--- src/rtl/bp_dma_axil_ctrl.sv ---
// bp_dma_axil_ctrl: turns bsg_cache DMA packets into a block of single-beat
// AXI4-Lite transactions on consecutive data-word addresses, keeping exactly
// one AXI transaction outstanding and latching any error responses.
module bp_dma_axil_ctrl #(
  parameter int daddr_width_p         = 28,
  parameter int axil_addr_width_p     = 28,
  parameter int data_width_p          = 64,
  parameter int block_size_in_words_p = 8
) (
  input  logic                          clk_i,
  input  logic                          reset_i,

  input  logic [daddr_width_p:0]        dma_pkt_i,
  input  logic                          dma_pkt_v_i,
  output logic                          dma_pkt_yumi_o,

  output logic [data_width_p-1:0]       dma_data_o,
  output logic                          dma_data_v_o,
  input  logic                          dma_data_ready_and_i,

  input  logic [data_width_p-1:0]       dma_data_i,
  input  logic                          dma_data_v_i,
  output logic                          dma_data_yumi_o,

  output logic [axil_addr_width_p-1:0]  araddr_o,
  output logic [2:0]                    arprot_o,
  output logic                          arvalid_o,
  input  logic                          arready_i,
  input  logic [data_width_p-1:0]       rdata_i,
  input  logic [1:0]                    rresp_i,
  input  logic                          rvalid_i,
  output logic                          rready_o,

  output logic [axil_addr_width_p-1:0]  awaddr_o,
  output logic [2:0]                    awprot_o,
  output logic                          awvalid_o,
  input  logic                          awready_i,
  output logic [data_width_p-1:0]       wdata_o,
  output logic [data_width_p/8-1:0]     wstrb_o,
  output logic                          wvalid_o,
  input  logic                          wready_i,
  input  logic [1:0]                    bresp_i,
  input  logic                          bvalid_i,
  output logic                          bready_o,

  output logic                          rd_error_o,
  output logic                          wr_error_o,
  output logic                          busy_o
);

  localparam int Bytes = data_width_p / 8;
  localparam int OffW  = $clog2(block_size_in_words_p * Bytes);
  localparam int CntW  = $clog2(block_size_in_words_p);
  localparam logic [daddr_width_p-1:0] OffMask = daddr_width_p'((1 << OffW) - 1);
  localparam logic [CntW-1:0] LastCnt = CntW'(block_size_in_words_p - 1);

  typedef enum logic [2:0] {
    IDLE,
    RD_ADDR,
    RD_DATA,
    WR_REQ,
    WR_RESP
  } state_e;

  state_e                   r_state;
  logic [daddr_width_p-1:0] r_base;
  logic [CntW-1:0]          r_cnt;
  logic                     r_aw_done;
  logic                     r_w_done;
  logic                     r_rd_error;
  logic                     r_wr_error;

  logic [daddr_width_p-1:0] w_offset;
  logic [daddr_width_p-1:0] w_beat_addr;
  logic                     w_last;
  logic                     w_aw_fire;
  logic                     w_w_fire;
  logic                     w_wr_both;
  logic                     w_rd_fire;

  // Beat address and handshake qualifiers shared by the FSM and the outputs
  always_comb begin
    w_offset    = daddr_width_p'(r_cnt) << $clog2(Bytes);
    w_beat_addr = r_base + w_offset;
    w_last      = (r_cnt == LastCnt);
    w_aw_fire   = awvalid_o & awready_i;
    w_w_fire    = wvalid_o & wready_i;
    w_wr_both   = (r_aw_done | w_aw_fire) & (r_w_done | w_w_fire);
    w_rd_fire   = (r_state == RD_DATA) & rvalid_i & dma_data_ready_and_i;
  end

  // Output decode: valids come only from registered state and the cache's
  // data valid, never from the slave's ready signals
  always_comb begin
    dma_pkt_yumi_o  = (r_state == IDLE) & dma_pkt_v_i;
    dma_data_o      = rdata_i;
    dma_data_v_o    = (r_state == RD_DATA) & rvalid_i;
    rready_o        = (r_state == RD_DATA) & dma_data_ready_and_i;
    araddr_o        = w_beat_addr[axil_addr_width_p-1:0];
    arprot_o        = 3'b000;
    arvalid_o       = (r_state == RD_ADDR);
    awaddr_o        = w_beat_addr[axil_addr_width_p-1:0];
    awprot_o        = 3'b000;
    awvalid_o       = (r_state == WR_REQ) & dma_data_v_i & ~r_aw_done;
    wdata_o         = dma_data_i;
    wstrb_o         = '1;
    wvalid_o        = (r_state == WR_REQ) & dma_data_v_i & ~r_w_done;
    dma_data_yumi_o = (r_state == WR_REQ) & w_wr_both;
    bready_o        = (r_state == WR_RESP);
    rd_error_o      = r_rd_error;
    wr_error_o      = r_wr_error;
    busy_o          = (r_state != IDLE);
  end

  // Packet sequencer: one AXI transaction in flight, counter steps per beat
  always_ff @(posedge clk_i) begin
    if (reset_i) begin
      r_state    <= IDLE;
      r_base     <= '0;
      r_cnt      <= '0;
      r_aw_done  <= 1'b0;
      r_w_done   <= 1'b0;
      r_rd_error <= 1'b0;
      r_wr_error <= 1'b0;
    end else begin
      case (r_state)
        IDLE: begin
          if (dma_pkt_v_i) begin
            r_base  <= dma_pkt_i[daddr_width_p-1:0] & ~OffMask;
            r_cnt   <= '0;
            r_state <= dma_pkt_i[daddr_width_p] ? WR_REQ : RD_ADDR;
          end
        end
        RD_ADDR: begin
          if (arready_i) r_state <= RD_DATA;
        end
        RD_DATA: begin
          if (w_rd_fire) begin
            if (rresp_i != 2'b00) r_rd_error <= 1'b1;
            r_cnt   <= r_cnt + 1'b1;
            r_state <= w_last ? IDLE : RD_ADDR;
          end
        end
        WR_REQ: begin
          if (w_wr_both) begin
            r_aw_done <= 1'b0;
            r_w_done  <= 1'b0;
            r_state   <= WR_RESP;
          end else begin
            if (w_aw_fire) r_aw_done <= 1'b1;
            if (w_w_fire)  r_w_done  <= 1'b1;
          end
        end
        WR_RESP: begin
          if (bvalid_i) begin
            if (bresp_i != 2'b00) r_wr_error <= 1'b1;
            r_cnt   <= r_cnt + 1'b1;
            r_state <= w_last ? IDLE : WR_REQ;
          end
        end
        default: r_state <= IDLE;
      endcase
    end
  end

endmodule
--- config.mk ---
export PLATFORM = sky130hd
export DESIGN_NAME = bp_dma_axil_ctrl
export DESIGN_NICKNAME = d
export VERILOG_FILES = /design/src/rtl/bp_dma_axil_ctrl.sv
export SDC_FILE = /design/constraint.sdc
export NUM_CORES = 1
export LEC_CHECK = 0
export ABC_AREA = 1
export BUFFER_PORTS_ARGS = -buffer_cell sky130_fd_sc_hd__buf_2
export CORE_AREA = 2 2 148 150
export CTS_BUF_LIST = sky130_fd_sc_hd__clkbuf_16
export CTS_CLUSTER_SIZE = 10
export DETAILED_ROUTE_END_ITERATION = 10
export DIE_AREA = 0 0 150 152
export GPL_TIMING_DRIVEN = 0
export SETUP_SLACK_MARGIN = 0.4
export SYNTH_ARGS = -nofsm -noshare
export SYNTH_HDL_FRONTEND = slang
export SYNTH_SLANG_ARGS = --single-unit
export TNS_END_PERCENT = 20
--- constraint.sdc ---
create_clock -name clk_i -period 1.3 [get_ports clk_i]
set_input_delay 0.13 -clock clk_i [delete_from_list [all_inputs] [get_ports clk_i]]
set_output_delay 0.13 -clock clk_i [all_outputs]
set_load 0.02 [all_outputs]
==> flow_metrics.py, run 1 <==
metrics = {
    "status": {
        "status": "finished with violations",
        "violations": "negative setup slack",
    },
    "worst_setup_path": {
        "cp_max_fo": 4,
        "worstSetupPathType": "reg -> out",
        "cp.buffers_inverters": 4,
        "slowest_stage": "dfxtp_4",
        "cp-end-kind": "primary output",
        "cp_top_family": "simple AND/OR/NAND/NOR gates",
        "required_ns": 1.17,
        "start_kind": "flip-flop",
        "path_cells": "nor2_4 > inv_2 > nor2_4 > inv_4 > nor2_8 > buf_8 > buf_6",
        "crit_top_cell": "nor2_4",
        "crit_path_max_incr_delay_ns": 0.36,
        "worstPathArrival_ns": 1.38,
    },
    "power_and_ir_drop": {
        "p_per_area_mw_per_mm2": 1550,
        "power_mw": 7.41,
        "ir_drop_uv": 753,
        "p_leak_nw": 2.73,
    },
    "synthesis": {
        "synth_top_cell_area_share_pct": 46.5,
        "synth_area_sq_mm": 0.00279,
        "yosysTopAreaCell": "buf_4",
        "ys_seq_elements": 32,
        "synth_cells": 377,
        "yosys_warnings": 0,
        "synthTopCellsByArea": "buf_4 (47%), dfxtp_1 (23%), nor2_1 (5.5%)",
        "ys_seq_area_share_pct": 23.0,
        "synth_cell_type_count": 22,
        "synth.avg_cell_area_sq_um": 7.40,
    },
    "routing": {
        "drt-met1-wl_um": 3430,
        "top_layer_used": "met4",
        "met3_length_um": 1040,
        "wl_per_cell_um": 10.9,
        "wl_met2_um": 5430,
        "drc_errors": 0,
        "dr.pass1.iters": 4,
        "wl_um": 9970,
        "vias": 2905,
        "drtAntennaViolNets": 0,
        "drtIter0Drc": 30,
        "via_per_inst": 3.17,
    },
    "floorplan": {
        "start_util_pct": 13.1,
        "pin_count": 380,
        "die_area_sq_mm": 0.0228,
        "die_height_um": 152,
        "core_area_sq_mm": 0.0214,
        "core.rowCount": 54,
        "fp.dieW_um": 150,
    },
    "timing": {
        "slew-limit-headroom_pct": 61.1,
        "min_period_ns": 1.51,
        "finalCritPeriodShare_pct": 116,
        "tns_ns": -3.32,
        "final_hold_viol_count": 0,
        "hold_ws_ns": 0.0635,
        "fmax_ghz": 0.664,
        "grt_setup_unrepaired": "true",
        "finClkSkew_ns": 0.00783,
        "finalMaxSlewViolations": 0,
        "fin_ws_ns": -0.207,
        "tightest_slew_ns": 0.583,
        "setup_violations": 26,
    },
    "global_route": {
        "grt_pass1_wl_um": 13900,
        "antenna_found_initial": 0,
        "grt_max_degree": 11,
        "grt.total_usage_pct": 8.09,
        "grt_pass1_vias": 2581,
        "grt-ovfl-total": 0,
    },
    "cells_and_area": {
        "final_cell_mix": "buf_4 (207), buf_2 (187), nor2_1 (41)",
        "final_net_count": 809,
        "layout_commonest_cell": "buf_4",
        "diodes": 0,
        "finalInstanceArea_sq_mm": 0.00478,
        "layout-drive-gt1-share_pct": 72.5,
        "area_growth_pct": 71.2,
        "fillers": 2380,
    },
    "place": {
        "port_buffers": 224,
        "hpwl_um": 8360,
        "place.gp.congestion": 0.756,
        "dp_slack_ns": -0.251,
        "place_area_sq_mm": 0.00433,
    },
    "flow_run": {
        "cap_violations": 0,
    },
    "clock_tree": {
        "clock_latency_ns": 0.29,
        "htree_levels": 2,
        "clk_pin_slew_ns": 0.06,
        "root_buffer": "clkbuf_16",
        "clock_sinks": 32,
        "cts_buffers": 5,
        "cts_tree": "done",
        "clockBufferDepth": 2,
    },
    "min_path": {
        "hp-class": "in -> reg",
    },
}
==> worst min-delay path, delay by kind of cell <==
kind | cells | cell delay, ns
AND/OR/NAND/NOR | 2 | 0.11
buffers and inverters | 1 | 0.08
==> per-stage QoR <==
step           std cells  util (%)
3_3_place_gp         899      20.3
3_5_place_dp         899      20.3
4_1_cts              914      22.2
5_1_grt              917      22.4
2_1_floorplan        395         -
6_report             917      22.4
==> flip-flops by register name, indices dropped and copies added, names as in the netlist <==
register and flops:
r_aw_done 1, r_base 22, r_state 3, r_cnt 3, rd_error_o 1, wr_error_o 1, r_w_done 1
==> metal layers <==
metal,up-vias,GRT usage (%)
met2,196,16.0
met1,1222,8.06
met4,0,1.62
met5,-,0
met3,6,2.61
li1,1481,-
==> cell families after synthesis <==
| group | count (synthesis) | synth area share [%] |
|---|---|---|
| compound gates | 31 | 5.56 |
| fa+ha+maj | 2 | 0.897 |
| buf+inv | 205 | 52.2 |
| flops | 32 | 23.0 |
| other cells | 2 | 0.269 |
| simple gates | 105 | 18.2 |
==> area by class of cell <==
class / instances / area (sq um) / share of cell area, %
clock inverter: 3 / 37.5 / 0.786
tap: 280 / 350 / 7.34
clock buffer: 5 / 125 / 2.62
timing repair buffer: 234 / 1330 / 27.8
buffer: 180 / 1370 / 28.7
sequential: 32 / 666 / 13.9
inverter: 25 / 98.8 / 2.07
multi-input combinational: 158 / 802 / 16.8
==> path summary, 6_finish.rpt <==
kind / start / end / slack, ns / depth (start not counted)
setup / recovery: r_state[1] / dma_pkt_yumi_o / -0.21 / 7
hold / removal: dma_pkt_i[24] / r_base[24] / 0.06 / 3
setup reg to reg: r_state[1] / r_base[26] / -0.14 / 10
hold reg to reg: rd_error_o / rd_error_o / 0.48 / 2
==> synth_stat cells (all sizes together) <==
cell type and count:
inv 25, o21ai 24, nor2 66, dfxtp 32
nand3 13, nand4 1, conb 2, buf 177
clkbuf 3, a21oi 7, nand2 25, ha 2
==> repair_timing <==
action | CTS | global route
setup endpoints to repair | 93 | 91
buffers inserted | 7 | 3
hold buffers | 0 | 0
pin swaps | 6 | 5
gates resized for setup | 67 | 5
==> report_power, final <==
group | internal [mW] | leakage [nW] | switching (mW)
clock network | 0.892 | 0.0789 | 0.478
registers | 1.31 | 0.269 | 0.313
logic | 2.02 | 2.38 | 2.40
No activity file was read; power rests on OpenSTA's default activity.
==> run 2: changes to the inputs <==
==> constraint.sdc (replaced) <==
create_clock -name clk_i -period 1.3 [get_ports clk_i]
set_input_delay 0.195 -clock clk_i [delete_from_list [all_inputs] [get_ports clk_i]]
set_output_delay 0.195 -clock clk_i [all_outputs]
set_load 0.02 [all_outputs]
==> flow_metrics.py, run 2 (synthesis gave the netlist of run 1 again) <==
metrics = {
    "worst_setup_path": {
        "start_kind": "flip-flop",
        "rr_startpoint": "r_state[0]",
        "crit_top_cell": "nor2_4",
        "path_cells": "nor2_4 > inv_2 > nor2_4 > inv_4 > nor2_8 > buf_8 > buf_6",
        "cp.buffers_inverters": 4,
        "worstPathArrival_ns": 1.37,
        "required_ns": 1.11,
        "cp_max_fo": 3,
        "path_depth": 7,
        "cp-startpoint": "r_state[0]",
        "r2r_cells": 10,
        "slowest_stage": "dfxtp_4",
        "crit_path_max_incr_delay_ns": 0.36,
        "cp-end-kind": "primary output",
        "timing.rr.end": "r_base[20]",
        "worstSetupPathType": "reg -> out",
        "r2r_slack_ns": -0.19,
        "worstSetupEndpoint": "dma_pkt_yumi_o",
        "cp_top_family": "flip-flops",
    },
    "cells_and_area": {
        "area_growth_pct": 72.3,
        "final_cell_mix": "buf_4 (206), buf_2 (187), nor2_1 (39)",
        "layout_commonest_cell": "buf_4",
        "reg_top3": "r_base (22), r_cnt (3), r_state (3)",
        "diodes": 0,
        "final_net_count": 809,
        "top_register": "r_base",
        "layout-drive-gt1-share_pct": 74.7,
        "largest_register_ff_count": 22,
    },
    "timing": {
        "tightest_slew_ns": 0.579,
        "finClkSkew_ns": 0.00960,
        "fin_ws_ns": -0.267,
        "grt_setup_unrepaired": "true",
        "min_period_ns": 1.57,
        "final_hold_viol_count": 0,
        "setup_violations": 30,
        "slew-limit-headroom_pct": 61.4,
        "fmax_ghz": 0.638,
        "finalMaxSlewViolations": 0,
        "finalCritPeriodShare_pct": 121,
        "tns_ns": -4.75,
    },
    "clock_tree": {
        "clk_pin_slew_ns": 0.07,
        "htree_levels": 2,
        "clockBufferDepth": 2,
        "cts_buffers": 5,
        "cts_tree": "done",
        "root_buffer": "clkbuf_16",
        "clock_sinks": 32,
        "clock_latency_ns": 0.29,
    },
    "floorplan": {
        "core.rowCount": 54,
        "die_height_um": 152,
        "die_area_sq_mm": 0.0228,
        "fp.dieW_um": 150,
        "pin_count": 380,
        "core_area_sq_mm": 0.0214,
        "start_util_pct": 13.1,
    },
    "status": {
        "violations": "negative setup slack",
        "status": "finished with violations",
    },
    "routing": {
        "drtAntennaViolNets": 0,
        "wl_per_cell_um": 10.9,
        "drtIter0Drc": 34,
        "via_per_inst": 3.18,
        "dr.pass1.iters": 5,
        "wl_um": 9980,
        "drc_errors": 0,
        "vias": 2914,
    },
    "global_route": {
        "grt_pass1_vias": 2554,
        "grt-ovfl-total": 0,
        "grt.total_usage_pct": 7.89,
        "grt_pass1_wl_um": 13600,
        "antenna_found_initial": 0,
        "grt_max_degree": 12,
    },
    "min_path": {
        "hp-class": "in -> reg",
    },
    "power_and_ir_drop": {
        "power_mw": 7.45,
        "p_leak_nw": 2.74,
        "p_per_area_mw_per_mm2": 1550,
        "ir_drop_uv": 656,
    },
    "place": {
        "place.gp.congestion": 0.758,
        "hpwl_um": 8160,
        "port_buffers": 224,
    },
    "flow_run": {
        "cap_violations": 0,
    },
}
## run 2: cell type report
class	instances	area, sq um
fillers	2372	16500
multi-input cells	158	847
clock inverters	3	18.8
plain buffers	180	1370
clock buffers	5	125
repair buffers	234	1330
inverters	25	101
flip-flops and latches	32	666
well taps	280	350
## run 2: tightest hold or removal path, cell delays in order
cell and delay [ns]:
buf_2 0.07, nor2_1 0.03, nor2_1 0.08
## run 2: worst min path at each step
| stage | start | to | slack [ns] | depth (start not counted) |
|---|---|---|---|---|
| final | dma_pkt_i[13] | r_base[13] | 0.12 | 3 |
| after CTS | dma_pkt_i[13] | r_base[13] | 0.11 | 3 |
| after detailed placement | dma_pkt_i[23] | r_base[23] | 0.43 | 3 |
| after global placement | dma_pkt_i[13] | r_base[13] | 0.42 | 3 |
| after floorplan | dma_pkt_i[27] | r_base[27] | 0.32 | 2 |
| after global routing | dma_pkt_i[18] | r_base[18] | 0.12 | 3 |
## run 2: where the power goes
group | switching [mW] | internal (mW) | leakage (nW)
combinational | 2.47 | 2.08 | 2.39
sequential | 0.309 | 1.31 | 0.269
clock | 0.568 | 0.709 | 0.0736
total | 3.35 | 4.10 | 2.74
## run 2: metrics by stage
| stage | area [sq um] | utilization, % | setup slack (ns) | hold slack (ns) | cells |
|---|---|---|---|---|---|
| floorplan | 2860 | - | 0.0345 | 0.323 | 395 |
| global placement | 4330 | 20.3 | -0.336 | 0.419 | 899 |
| detailed placement | 4330 | 20.3 | -0.354 | 0.428 | 899 |
| CTS | 4730 | 22.1 | -0.364 | 0.107 | 914 |
| global route | 4810 | 22.5 | -0.369 | 0.118 | 917 |
| finish | 4810 | 22.5 | -0.267 | 0.118 | 917 |
## run 2: per-layer routing
layer | share of wire, % | routed length [um] | up-vias | GRT usage (%)
li1 | - | - | 1479 | -
met1 | 36 | 3580 | 1229 | 8.43
met2 | 53 | 5250 | 196 | 14.9
met3 | 9.9 | 992 | 10 | 2.04
met4 | 1.6 | 161 | 0 | 2.52
met5 | 0 | 0 | - | 0
## run 2: what timing repair did
item / 4_1_cts / 5_1_grt
hold buffers: 0 / 0
endpoints found under the setup margin: 93 / 93
resized for setup: 72 / 17
buffers inserted: 7 / 3
pin swaps: 9 / 9
==> run 3: changes to the inputs <==
Settings changed: PLACE_DENSITY_LB_ADDON set to 0.3.
==> flow_metrics.py, run 3 (synthesis gave the netlist of run 1 again) <==
metrics = {
    "status": {
        "status": "finished with violations",
        "violations": "negative setup slack",
    },
    "routing": {
        "wl_um": 10400,
        "wl_per_cell_um": 11.3,
        "drtAntennaViolNets": 0,
        "drc_errors": 0,
        "vias": 2956,
        "dr.pass1.iters": 4,
        "via_per_inst": 3.21,
        "drtIter0Drc": 36,
    },
    "global_route": {
        "grt-ovfl-total": 0,
        "antenna_found_initial": 1,
        "grt_pass1_vias": 2711,
        "grt_max_degree": 12,
        "grt.total_usage_pct": 8.47,
        "grt_pass1_wl_um": 14600,
    },
    "cells_and_area": {
        "final_net_count": 812,
        "finalInstanceArea_sq_mm": 0.00485,
        "layout-drive-gt1-share_pct": 74.8,
        "top_register": "r_base",
        "largest_register_ff_count": 22,
        "finalNonFillerCells": 920,
        "final_util_pct": 22.7,
        "area_growth_pct": 73.7,
        "diodes": 0,
        "final_cell_mix": "buf_4 (211), buf_2 (188), nor2_1 (39)",
        "layout_commonest_cell": "buf_4",
        "reg_top3": "r_base (22), r_cnt (3), r_state (3)",
    },
    "floorplan": {
        "start_util_pct": 13.1,
        "pin_count": 380,
        "core_area_sq_mm": 0.0214,
        "core.rowCount": 54,
        "fp.dieW_um": 150,
        "die_height_um": 152,
        "die_area_sq_mm": 0.0228,
    },
    "timing": {
        "finClkSkew_ns": 0.00473,
        "finalCritPeriodShare_pct": 120,
        "finalMaxSlewViolations": 0,
        "fmax_ghz": 0.643,
        "min_period_ns": 1.56,
        "setup_violations": 36,
        "hold_ws_ns": 0.132,
        "fin_ws_ns": -0.255,
        "grt_setup_unrepaired": "true",
        "tns_ns": -3.84,
        "final_hold_viol_count": 0,
    },
    "clock_tree": {
        "clock_sinks": 32,
        "clk_pin_slew_ns": 0.06,
        "clockBufferDepth": 2,
        "cts_tree": "done",
        "cts_buffers": 5,
        "htree_levels": 2,
        "clock_latency_ns": 0.29,
        "ctsHoldBuffers": 0,
        "root_buffer": "clkbuf_16",
    },
    "worst_setup_path": {
        "r2r_cells": 10,
        "start_kind": "flip-flop",
        "r2r_slack_ns": -0.12,
        "rr_startpoint": "r_state[0]",
        "required_ns": 1.11,
        "cp-end-kind": "primary output",
        "worstSetupPathType": "reg -> out",
        "worstPathArrival_ns": 1.36,
        "timing.rr.end": "r_base[14]",
        "cp_max_fo": 3,
    },
    "min_path": {
        "hp-class": "in -> reg",
        "hp-start": "dma_pkt_i[13]",
        "whs_path_depth": 3,
        "holdPathEnd": "r_base[13]",
    },
    "power_and_ir_drop": {
        "p_leak_nw": 2.76,
        "power_mw": 7.47,
        "ir_drop_uv": 489,
        "p_per_area_mw_per_mm2": 1540,
    },
    "place": {
        "place_area_sq_mm": 0.00433,
        "hpwl_um": 8500,
        "place.gp.congestion": 0.738,
        "dp_slack_ns": -0.465,
        "port_buffers": 224,
        "place_inst": 899,
    },
    "flow_run": {
        "cap_violations": 0,
    },
}
run 3: changes by cell type in the layout (fill, tap and decap cells not counted), moves of 2 or more:
cell,previous run,this run
nand2_2,7,9
buf_4,206,211
nor2_2,22,18
buf_6,17,11
inv_1,18,16
buf_12,0,2
dfxtp_1,24,27
nand2_1,16,14
dfxtp_4,6,2
inv_2,4,6
nor2_4,4,8
run 3: routing by layer:
metal | vias to the layer above | track usage [%] | wire, um
li1 | 1489 | - | -
met1 | 1260 | 8.55 | 3530
met2 | 194 | 16.6 | 5670
met3 | 11 | 2.46 | 1050
met4 | 2 | 2.16 | 108
met5 | - | 0 | 16
run 3: report_power, final:
group / total [mW] / internal, mW / switching (mW)
clock: 1.23 / 0.708 / 0.524
sequential: 1.57 / 1.28 / 0.289
combinational: 4.66 / 2.13 / 2.53
run 3: how the worst max path moves through the flow:
stage / startpoint / depth (start not counted) / to / slack, ns
6_report: r_state[0] / 7 / dma_pkt_yumi_o / -0.26
5_1_grt: r_state[0] / 7 / dma_data_yumi_o / -0.38
4_1_cts: r_state[1] / 7 / dma_data_yumi_o / -0.34
3_5_place_dp: r_state[1] / 7 / dma_data_yumi_o / -0.46
3_3_place_gp: r_state[1] / 7 / dma_data_yumi_o / -0.48
2_1_floorplan: r_state[2] / 9 / r_cnt[0] / 0.03
run 3: cell type report:
cell class | count | area [sq um]
Timing Repair Buffer | 237 | 1350
Tap cell | 280 | 350
Sequential cell | 32 | 652
Buffer | 180 | 1380
Inverter | 25 | 104
Multi-Input combinational cell | 158 | 867
Clock buffer | 5 | 125
Fill cell | 2432 | 16500
Clock inverter | 3 | 18.8
run 3: worst max-delay path: stages (launching register included):
cell	delay [ns]
dfxtp_4	0.36
nor2_4	0.12
inv_2	0.06
nor2_4	0.12
inv_4	0.06
nor2_8	0.12
buf_8	0.12
buf_6	0.11
run 3: repair_timing:
| action | in CTS | in global routing |
|---|---|---|
| cloned | 0 | 0 |
| setup buffers | 11 | 2 |
| pin swaps | 8 | 8 |
| endpoints found under the setup margin | 93 | 93 |
| gates resized for setup | 73 | 18 |
